===== src/rtl/rtc_bcd_counter.sv =====
// Real-time clock kept as packed BCD digits, with a one-second prescaler,
// 12/24-hour modes, a validated time load, a day-rollover pulse and a load-error pulse.
module rtc_bcd_counter #(
   parameter bit          MODE24 = 1'b1,
   parameter int unsigned DIV    = 50000000
) (
   input  logic        clk,
   input  logic        rst,
   input  logic        en,
   input  logic        load,
   input  logic [19:0] ld_time,
   input  logic        ld_pm,
   output logic [1:0]  hh_t,
   output logic [3:0]  hh_o,
   output logic [2:0]  mm_t,
   output logic [3:0]  mm_o,
   output logic [2:0]  ss_t,
   output logic [3:0]  ss_o,
   output logic        pm,
   output logic        day_pulse,
   output logic        ld_err
);

   localparam int unsigned PW = (DIV > 1) ? $clog2(DIV) : 1;
   localparam logic [PW-1:0] PMAX = PW'(DIV - 1);

   // Midnight is 00:00:00 in 24-hour mode and 12:00:00 (AM) in 12-hour mode
   localparam logic [1:0] HT_RST = MODE24 ? 2'd0 : 2'd1;
   localparam logic [3:0] HO_RST = MODE24 ? 4'd0 : 4'd2;

   logic [PW-1:0] presc, presc_n;
   logic [1:0]    hh_t_n;
   logic [3:0]    hh_o_n;
   logic [2:0]    mm_t_n;
   logic [3:0]    mm_o_n;
   logic [2:0]    ss_t_n;
   logic [3:0]    ss_o_n;
   logic          pm_n;
   logic          day_n;
   logic          err_n;

   logic          sec_tick_c;
   logic          sec_wrap_c;
   logic          min_wrap_c;
   logic          ld_ok_c;

   logic [1:0]    l_ht;
   logic [3:0]    l_ho;
   logic [2:0]    l_mt;
   logic [3:0]    l_mo;
   logic [2:0]    l_st;
   logic [3:0]    l_so;

   assign {l_ht, l_ho, l_mt, l_mo, l_st, l_so} = ld_time;

   assign sec_tick_c = en && (presc == PMAX);
   assign sec_wrap_c = (ss_t == 3'd5) && (ss_o == 4'd9);
   assign min_wrap_c = (mm_t == 3'd5) && (mm_o == 4'd9);

   // Load legality: BCD ones digits, 00..59 for min/sec, mode-dependent hour range
   always_comb begin
      ld_ok_c = (l_ho <= 4'd9) && (l_mo <= 4'd9) && (l_so <= 4'd9) &&
                (l_mt <= 3'd5) && (l_st <= 3'd5);
      if (MODE24) begin
         ld_ok_c = ld_ok_c && ((l_ht < 2'd2) || ((l_ht == 2'd2) && (l_ho <= 4'd3)));
      end else begin
         ld_ok_c = ld_ok_c && (((l_ht == 2'd0) && (l_ho != 4'd0)) ||
                               ((l_ht == 2'd1) && (l_ho <= 4'd2)));
      end
   end

   // Next-state: prescaler, one-second increment with full carry chain, then load override
   always_comb begin
      presc_n = presc;
      hh_t_n  = hh_t;
      hh_o_n  = hh_o;
      mm_t_n  = mm_t;
      mm_o_n  = mm_o;
      ss_t_n  = ss_t;
      ss_o_n  = ss_o;
      pm_n    = pm;
      day_n   = 1'b0;
      err_n   = 1'b0;

      if (en) begin
         presc_n = sec_tick_c ? '0 : presc + PW'(1);
      end

      if (sec_tick_c) begin
         if (ss_o == 4'd9) begin
            ss_o_n = 4'd0;
            ss_t_n = (ss_t == 3'd5) ? 3'd0 : ss_t + 3'd1;
         end else begin
            ss_o_n = ss_o + 4'd1;
         end

         if (sec_wrap_c) begin
            if (mm_o == 4'd9) begin
               mm_o_n = 4'd0;
               mm_t_n = (mm_t == 3'd5) ? 3'd0 : mm_t + 3'd1;
            end else begin
               mm_o_n = mm_o + 4'd1;
            end

            if (min_wrap_c) begin
               if (MODE24) begin
                  if ((hh_t == 2'd2) && (hh_o == 4'd3)) begin
                     hh_t_n = 2'd0;
                     hh_o_n = 4'd0;
                     day_n  = 1'b1;
                  end else if (hh_o == 4'd9) begin
                     hh_t_n = hh_t + 2'd1;
                     hh_o_n = 4'd0;
                  end else begin
                     hh_o_n = hh_o + 4'd1;
                  end
               end else begin
                  if ((hh_t == 2'd1) && (hh_o == 4'd2)) begin
                     hh_t_n = 2'd0;
                     hh_o_n = 4'd1;
                  end else if ((hh_t == 2'd1) && (hh_o == 4'd1)) begin
                     // 11 -> 12 flips the meridiem; PM->AM is midnight
                     hh_o_n = 4'd2;
                     pm_n   = ~pm;
                     day_n  = pm;
                  end else if (hh_o == 4'd9) begin
                     hh_t_n = 2'd1;
                     hh_o_n = 4'd0;
                  end else begin
                     hh_o_n = hh_o + 4'd1;
                  end
               end
            end
         end
      end

      if (load) begin
         if (ld_ok_c) begin
            {hh_t_n, hh_o_n, mm_t_n, mm_o_n, ss_t_n, ss_o_n} = ld_time;
            pm_n    = ld_pm;
            presc_n = '0;
            day_n   = 1'b0;
         end else begin
            err_n = 1'b1;
         end
      end

      // In 24-hour mode pm is purely a function of the resulting hour
      if (MODE24) begin
         pm_n = (hh_t_n == 2'd2) || ((hh_t_n == 2'd1) && (hh_o_n >= 4'd2));
      end
   end

   // State and output registers with synchronous reset
   always_ff @(posedge clk) begin
      if (rst) begin
         presc     <= '0;
         hh_t      <= HT_RST;
         hh_o      <= HO_RST;
         mm_t      <= 3'd0;
         mm_o      <= 4'd0;
         ss_t      <= 3'd0;
         ss_o      <= 4'd0;
         pm        <= 1'b0;
         day_pulse <= 1'b0;
         ld_err    <= 1'b0;
      end else begin
         presc     <= presc_n;
         hh_t      <= hh_t_n;
         hh_o      <= hh_o_n;
         mm_t      <= mm_t_n;
         mm_o      <= mm_o_n;
         ss_t      <= ss_t_n;
         ss_o      <= ss_o_n;
         pm        <= pm_n;
         day_pulse <= day_n;
         ld_err    <= err_n;
      end
   end

endmodule


===== config.mk =====
export PLATFORM = sky130hd
export DESIGN_NAME = rtc_bcd_counter
export DESIGN_NICKNAME = d
export VERILOG_FILES = /design/src/rtl/rtc_bcd_counter.sv
export SDC_FILE = /design/constraint.sdc
export NUM_CORES = 1
export LEC_CHECK = 0
export CAP_MARGIN = 20
export CORE_ASPECT_RATIO = 1.4
export CORE_MARGIN = 5
export CORE_UTILIZATION = 65
export CTS_BUF_LIST = sky130_fd_sc_hd__clkbuf_8
export CTS_CLUSTER_SIZE = 40
export DETAILED_ROUTE_END_ITERATION = 6
export DONT_BUFFER_PORTS = 1
export HOLD_SLACK_MARGIN = 0.02
export PLACE_DENSITY = 0.81
export SYNTH_ARGS = -nofsm -noshare
export SYNTH_HDL_FRONTEND = slang
export SYNTH_SLANG_ARGS = --single-unit

===== constraint.sdc =====
create_clock -name clk -period 4.65 [get_ports clk]
set_input_delay 0.6975 -clock clk [delete_from_list [all_inputs] [get_ports clk]]
set_output_delay 0.6975 -clock clk [all_outputs]
set_load 0.1 [all_outputs]

==> load_flow_metrics.sql, run 1 <==
INSERT INTO impl_metrics (metric_group, metric, value, unit) VALUES
('layout', 'antenna_cells_inserted', '0', ''),
('setup_path', 'timing.critical_path.from_type', 'flop', ''),
('layout', 'layout.nets', '338', ''),
('floorplan', 'start_util', '0.6811', ''),
('clock_network', 'max-clock-path-buffers', '2', ''),
('drt', 'via_count', '2133', ''),
('clock_network', 'ctsHtreeMaxLevel', '2', ''),
('layout', 'flow.area_growth_from_synthesis', '7.396', '%'),
('timing', 'report.final.slew_viol_count', '0', ''),
('yosys', 'post_synth.cell_area_avg', '8.318', 'µm²'),
('clock_network', 'cts_made_buffers', '5', ''),
('drt', 'drt_iter0_drc', '101', ''),
('timing', 'period_minus_slack', '2.977', 'ns'),
('yosys', 'postSynth.asyncResetShare', '0', ''),
('setup_path', 'cp.buffers_inverters', '0', ''),
('timing', 'timing.max_slew.rel_slack', '0.2414', ''),
('setup_path', 'cell_type_of_the_slowest_stage_on_the_worst_timing_path', 'sky130_fd_sc_hd__dfxtp_1', ''),
('yosys', 'ys_dominant_reg_cell', 'sky130_fd_sc_hd__dfxtp_1', ''),
('yosys', 'post_synth_instance_area', '0.002504', 'mm²'),
('setup_path', 'critical_path.startpoint', 'ss_o[1]', ''),
('drt', 'totalWireLength', '5411', 'µm'),
('timing', 'hold_violations', '0', ''),
('drt', 'route.antenna.remaining_nets', '0', ''),
('run_status', 'outcome', 'finished clean', ''),
('setup_path', 'worst_setup_path_end_kind', 'flop', ''),
('yosys', 'yosysWarningCount', '0', ''),
('floorplan', 'core_region_area', '0.003676', 'mm²'),
('drt', 'dr.pass1.iters', '4', ''),
('layout', 'drive_gt1_frac', '0.08738', ''),
('pwr', 'power.leakage', '0.9709', 'nW'),
('pwr', 'ir_drop', '0.0002352', 'V'),
('timing', 'max_clock_freq', '335.9', 'MHz'),
('clock_network', 'post_cts_resized', '0', ''),
('yosys', 'mappedNetlistNets', '330', ''),
('setup_path', 'timing.critical_path.arrival', '3.18', 'ns'),
('global_routing', 'grt_pass1_vias', '2141', ''),
('timing', 'finalSetupTns', '0', 'ns'),
('placement', 'detailed_place_hpwl', '3916', 'µm'),
('yosys', 'synthCells', '301', ''),
('placement', 'port_buffers', '0', ''),
('floorplan', 'ios', '48', ''),
('timing', 'clock-skew-final', '0.009153', 'ns'),
('yosys', 'synth_area_leaders', 'sky130_fd_sc_hd__dfxtp_1, sky130_fd_sc_hd__nor2_1, sky130_fd_sc_hd__xor2_1, sky130_fd_sc_hd__nand2_1, sky130_fd_sc_hd__a211oi_1', ''),
('placement', 'global_placer_s_final_weighted_congestion', '0.8396', ''),
('floorplan', 'floorplan.rows', '26', ''),
('setup_path', 'worst-endpoint-required', '4.85', 'ns'),
('yosys', 'post-synth-top-area-cell', 'sky130_fd_sc_hd__dfxtp_1', ''),
('setup_path', 'crit_path_end', 'pm', ''),
('setup_path', 'r2r_end', 'pm', ''),
('global_routing', 'gr-total-overflow', '0', ''),
('clock_network', 'post_cts.repair.setup_buffers', '0', ''),
('timing', 'timing.final.crit_share', '0.6402', ''),
('clock_network', 'root_buffer', 'sky130_fd_sc_hd__clkbuf_8', ''),
('clock_network', 'cts_hold_buffers', '0', ''),
('yosys', 'synth-edff-count', '0', ''),
('yosys', 'netlist.area_leader.share', '0.3918', ''),
('yosys', 'yosysSeqAreaShare', '0.3918', ''),
('setup_path', 'critPathMaxFanout', '7', ''),
('placement', 'placed_cells', '344', ''),
('setup_path', 'r2r_setup_slack', '1.67', 'ns'),
('yosys', 'ys_ff_latch', '49', ''),
('global_routing', 'antenna_violations_before_repair', '0', ''),
('layout', 'num-fill-cells', '285', ''),
('clock_network', 'insertion_delay', '0.30', 'ns'),
('floorplan', 'die_w', '62.45', 'µm'),
('floorplan', 'die_height', '83.44', 'µm'),
('setup_path', 'cp.depth', '7', ''),
('job', 'max_cap_violations', '0', ''),
('clock_network', 'cts_tree', 'done', ''),
('global_routing', 'gr-usage-all-layers', '0.2184', ''),
('global_routing', 'wire_length_of_the_first_global_routing_pass', '9528', 'µm');
cell usage after synthesis (2+ instances only):
cell / instances
sky130_fd_sc_hd__a211oi_1: 12
sky130_fd_sc_hd__a21oi_1: 5
sky130_fd_sc_hd__a311oi_1: 4
sky130_fd_sc_hd__and3_1: 8
sky130_fd_sc_hd__buf_2: 2
sky130_fd_sc_hd__clkbuf_1: 9
sky130_fd_sc_hd__dfxtp_1: 49
sky130_fd_sc_hd__ha_1: 4
sky130_fd_sc_hd__inv_1: 5
sky130_fd_sc_hd__mux2i_1: 5
sky130_fd_sc_hd__nand2_1: 31
sky130_fd_sc_hd__nand2b_1: 2
sky130_fd_sc_hd__nand3_1: 10
sky130_fd_sc_hd__nand3b_1: 3
sky130_fd_sc_hd__nand4_1: 6
sky130_fd_sc_hd__nand4b_1: 3
sky130_fd_sc_hd__nor2_1: 54
sky130_fd_sc_hd__nor2b_1: 6
sky130_fd_sc_hd__nor3_1: 10
sky130_fd_sc_hd__nor3b_1: 3
sky130_fd_sc_hd__nor4b_1: 2
sky130_fd_sc_hd__nor4bb_1: 2
sky130_fd_sc_hd__o21ai_0: 9
sky130_fd_sc_hd__or3_1: 4
sky130_fd_sc_hd__xnor2_1: 10
sky130_fd_sc_hd__xor2_1: 20
flip-flops by register name, indices dropped and copies added, names as in the netlist:
| signal | count |
|---|---|
| presc | 26 |
| hh_o | 4 |
| mm_o | 4 |
| ss_o | 4 |
| mm_t | 3 |
| ss_t | 3 |
| hh_t | 2 |
| day_pulse | 1 |
| ld_err | 1 |
| pm | 1 |
logic make-up after synthesis:
group / after synthesis / synth area share
and+or+nand+nor: 156 / 0.3243
DFF: 49 / 0.3918
AOI/OAI and AO/OA: 41 / 0.1139
xor gates and xnor gates: 30 / 0.1049
buffers and inverters: 16 / 0.02499
muxes: 5 / 0.01999
adders and majority gates: 4 / 0.01999
worst min-delay path by stage:
stage          cells after the start         to       from  slack (ns)
2_1_floorplan                      2  presc[19]  presc[19]        0.47
3_3_place_gp                       2  presc[19]  presc[19]        0.48
3_5_place_dp                       2  presc[25]  presc[25]        0.50
4_1_cts                            1    ss_t[1]        rst        0.45
5_1_grt                            1    ss_t[2]        rst        0.44
6_report                           1    ss_t[2]        rst        0.46
power by group:
group          switching (W)  internal [W]
Clock               0.000132      0.000116
Sequential         0.0000305      0.000427
Combinational      0.0000392     0.0000171
per-layer routing:
layer / global-route usage / share of wire / vias to the layer above
met3: 0.07162 / 0.063 / 15
met4: 0.09653 / 0.027 / 0
met2: 0.3698 / 0.51 / 52
met1: 0.2456 / 0.40 / 996
li1: - / - / 1070
met5: 0 / 0 / -
cell type report:
class	count	area [µm²]	area share
Clock inverter	1	3.754	0.001396
Inverter	5	18.77	0.006980
Timing Repair Buffer	12	90.09	0.03350
Sequential cell	49	980.9	0.3648
Multi-Input combinational cell	236	1460	0.5430
Clock buffer	6	82.58	0.03071
Tap cell	42	52.55	0.01954
stage by stage:
stage	total power [W]	hold slack (ns)	instance area [µm²]	utilization	worst slack (ns)
final	0.0007617	0.4584	2689	0.7315	1.673
after global routing	0.0007928	0.4397	2689	0.7315	1.486
after CTS	0.0007690	0.4474	2689	0.7315	1.651
after detailed placement	0.0005231	0.4970	2603	0.7080	1.713
after global placement	0.0005217	0.4843	2603	0.7080	1.704
after floorplan	0.0005153	0.4668	2504	-	1.697
cell usage in the layout (no fill, tap or decap), drive strengths merged, types with 10 or more instances in the layout:
master and n:
xnor2 10, a211oi 12, buf 12, nor3 10, dfxtp 49, nand3 11, nor2 54, xor2 20
nand2 31
No activity file was read; power rests on OpenSTA's default activity.
==> inputs of run 2 (changes only) <==
==> constraint.sdc (replaced) <==
create_clock -name clk -period 2.75 [get_ports clk]
set_input_delay 0.4125 -clock clk [delete_from_list [all_inputs] [get_ports clk]]
set_output_delay 0.4125 -clock clk [all_outputs]
set_load 0.1 [all_outputs]
==> run 2 against run 1 <==
Cell area up 5.0%. Hold slack got worse by 0.28 ns. Largest cell class unchanged. Routed wire length grew 6.7%. Non-clock buffer count grew 14. Flip-flop and latch count unchanged.
==> load_flow_metrics.sql, run 2 (synthesis gave the netlist of run 1 again) <==
INSERT INTO impl_metrics (metric_group, metric, value, unit) VALUES
('layout', 'flow.area_growth_from_synthesis', '12.79', '%'),
('drt', 'via_count', '2215', ''),
('layout', 'finish.instance_area', '0.002824', 'mm²'),
('drt', 'post-route-drc-count', '0', ''),
('setup_path', 'critPathKind', 'reg -> reg', ''),
('pwr', 'power.combinational.fraction', '0.102', ''),
('floorplan', 'start_util', '0.6811', ''),
('clock_network', 'root_buffer', 'sky130_fd_sc_hd__clkbuf_8', ''),
('layout', 'most_frequent_standard_cell_in_the_layout_excluding_fill_and_tap_cells', 'sky130_fd_sc_hd__nor2_1', ''),
('setup_path', 'path_cells', 'ha_1 > nand3_2 > or4_4 > nor4_4 > a21oi_2 > o31a_1 > xor2_1 > a211oi_1', ''),
('setup_path', 'cp.buffers_inverters', '0', ''),
('global_routing', 'wire_length_of_the_first_global_routing_pass', '10100', 'µm'),
('layout', 'layout.nets', '352', ''),
('placement', 'detailed_place_hpwl', '4332', 'µm'),
('layout', 'layout.cells.non_filler', '366', ''),
('pwr', 'design_power_total', '0.001332', 'W'),
('timing', 'period_minus_slack', '2.557', 'ns'),
('placement', 'placedInstanceArea', '0.002714', 'mm²'),
('setup_path', 'worst_setup_path_end_kind', 'flop', ''),
('setup_path', 'cell_type_of_the_slowest_stage_on_the_worst_timing_path', 'sky130_fd_sc_hd__or4_4', ''),
('timing', 'max_clock_freq', '391.1', 'MHz'),
('clock_network', 'cts_made_buffers', '5', ''),
('setup_path', 'worst-endpoint-required', '2.96', 'ns'),
('pwr', 'pwr_density_cell', '471.8', 'mW/mm²'),
('clock_network', 'insertion_delay', '0.30', 'ns'),
('placement', 'port_buffers', '0', ''),
('global_routing', 'globalRouteMet2Util', '0.4057', ''),
('timing', 'clock-skew-final', '0.002106', 'ns'),
('pwr', 'clock_power_share', '0.341', ''),
('global_routing', 'grt-busiest-layer', 'met2', ''),
('floorplan', 'floorplan.rows', '26', ''),
('global_routing', 'gr-usage-all-layers', '0.2350', ''),
('setup_path', 'critPathMaxFanout', '4', ''),
('layout', 'regMostFlops', 'presc', ''),
('setup_path', 'timing.critical_path.from_type', 'flop', ''),
('global_routing', 'antenna_violations_before_repair', '0', ''),
('floorplan', 'die_height', '83.44', 'µm'),
('floorplan', 'core_region_area', '0.003676', 'mm²'),
('floorplan', 'ios', '48', ''),
('timing', 'hold_violations', '0', ''),
('layout', 'final_cell_mix', 'sky130_fd_sc_hd__nor2_1, sky130_fd_sc_hd__dfxtp_1, sky130_fd_sc_hd__nand2_1', ''),
('global_routing', 'gr-total-overflow', '0', ''),
('pwr', 'seq_power_share', '0.556', ''),
('run_status', 'outcome', 'finished clean', ''),
('layout', 'largest_register_ff_count', '26', ''),
('global_routing', 'groute.layer.met3.usage', '0.06486', ''),
('global_routing', 'grt_pass1_vias', '2287', ''),
('drt', 'dr.pass1.iters', '4', ''),
('timing', 'worst-slew-pin-transition', '0.9316', 'ns'),
('clock_network', 'clk_transition_reported_paths', '0.08', 'ns'),
('pwr', 'swShare', '0.2611', ''),
('drt', 'totalWireLength', '5775', 'µm'),
('hold_path', 'hold_class', 'in -> reg', ''),
('floorplan', 'die_w', '62.45', 'µm'),
('setup_path', 'cpLargestDelayFamily', 'simple AND/OR/NAND/NOR gates', ''),
('global_routing', 'met1_use_gr', '0.2504', ''),
('pwr', 'ir_drop', '0.0004153', 'V'),
('placement', 'placed_cells', '358', ''),
('clock_network', 'cts_tree', 'done', ''),
('pwr', 'cellInternalPower', '0.0009845', 'W'),
('global_routing', 'grt_max_degree', '35', ''),
('drt', 'post_drt_via_cell_ratio', '6.052', ''),
('drt', 'drt_iter0_drc', '87', ''),
('timing', 'timing.max_slew.rel_slack', '0.3781', ''),
('setup_path', 'timing.critical_path.arrival', '2.76', 'ns'),
('pwr', 'power.leakage', '1.070', 'nW'),
('job', 'max_cap_violations', '0', ''),
('floorplan', 'floorplan.die_area', '0.005211', 'mm²'),
('clock_network', 'max-clock-path-buffers', '2', ''),
('timing', 'finalSetupViolCount', '0', ''),
('layout', 'drive_gt1_frac', '0.1481', ''),
('drt', 'route.antenna.remaining_nets', '0', ''),
('placement', 'global_placer_s_final_weighted_congestion', '0.8454', ''),
('clock_network', 'cts.sink_count', '49', ''),
('setup_path', 'cp_slowest_stage_delay', '0.60', 'ns'),
('drt', 'routed_wire_per_std_cell', '15.78', 'µm'),
('timing', 'report.final.slew_viol_count', '0', ''),
('timing', 'timing.final.crit_share', '0.9297', ''),
('clock_network', 'ctsHtreeMaxLevel', '2', ''),
('layout', 'antenna_cells_inserted', '0', ''),
('pwr', 'power.switching', '0.0003479', 'W');
-- run 2: changes by cell type in the layout (fill, tap and decap cells not counted) --
cell / before / now
sky130_fd_sc_hd__buf_4: 12 / 26
sky130_fd_sc_hd__dfxtp_1: 49 / 44
sky130_fd_sc_hd__dfxtp_2: 0 / 5
sky130_fd_sc_hd__clkbuf_8: 6 / 7
sky130_fd_sc_hd__clkinv_2: 0 / 1
sky130_fd_sc_hd__inv_1: 6 / 5
sky130_fd_sc_hd__nor4_2: 1 / 0
sky130_fd_sc_hd__nor4_4: 1 / 2
-- run 2: cell type report --
class,instances,area (µm²)
clock inverters,1,5.005
repair buffers,26,195.2
clock buffers,7,96.34
multi-input cells,236,1469
fillers,264,852.1
flip-flops and latches,49,987.2
inverters,5,18.77
well taps,42,52.55
-- run 2: worst reg2reg max path, stage by stage, from the launching register on --
cell	delay (ns)
sky130_fd_sc_hd__dfxtp_1	0.38
sky130_fd_sc_hd__ha_1	0.22
sky130_fd_sc_hd__nand3_2	0.11
sky130_fd_sc_hd__or4_4	0.60
sky130_fd_sc_hd__nor4_4	0.30
sky130_fd_sc_hd__a21oi_2	0.09
sky130_fd_sc_hd__o31a_1	0.33
sky130_fd_sc_hd__xor2_1	0.17
sky130_fd_sc_hd__a211oi_1	0.26
-- run 2: path summary, 6_finish.rpt --
path         startpoint   endpoint  slack (ns)  depth (start not counted)
max            presc[0]         pm        0.19                          8
max reg2reg    presc[0]         pm        0.19                          8
min reg2reg   presc[19]  presc[19]        0.51                          2
min                 rst    hh_t[1]        0.18                          1
-- run 2: per-layer routing --
metal / up-vias / wire (µm) / share of wire
li1: 1098 / - / -
met1: 1026 / 2171 / 0.38
met2: 66 / 3000 / 0.52
met3: 25 / 335 / 0.058
met4: 0 / 267 / 0.046
met5: - / 0 / 0
-- run 2: power groups by stage --
stage | sequential, W | combinational (W) | clock (W)
after floorplan | 0.000822 | 0.0000500 | 0
after global placement | 0.000757 | 0.000134 | 0
after detailed placement | 0.000758 | 0.000136 | 0
after CTS | 0.000741 | 0.000137 | 0.000466
after global routing | 0.000743 | 0.000145 | 0.000510
final | 0.000741 | 0.000136 | 0.000455
-- run 2: metrics by stage --
step	hold slack, ns	setup TNS [ns]	utilization	worst slack [ns]
after floorplan	0.4668	0	-	0.0008862
after global placement	0.4845	0	0.7383	0.2302
after global routing	0.1463	-0.02302	0.7682	-0.02302
final	0.1779	0	0.7682	0.1934
after CTS	0.1597	0	0.7658	0.1567
after detailed placement	0.4857	0	0.7383	0.1958
-- run 2: what timing repair did --
item                       in CTS  in global routing
hold buffers                    0                  0
setup endpoints to repair       0                  1
setup buffers                   0                  0
resized for setup               0                  1
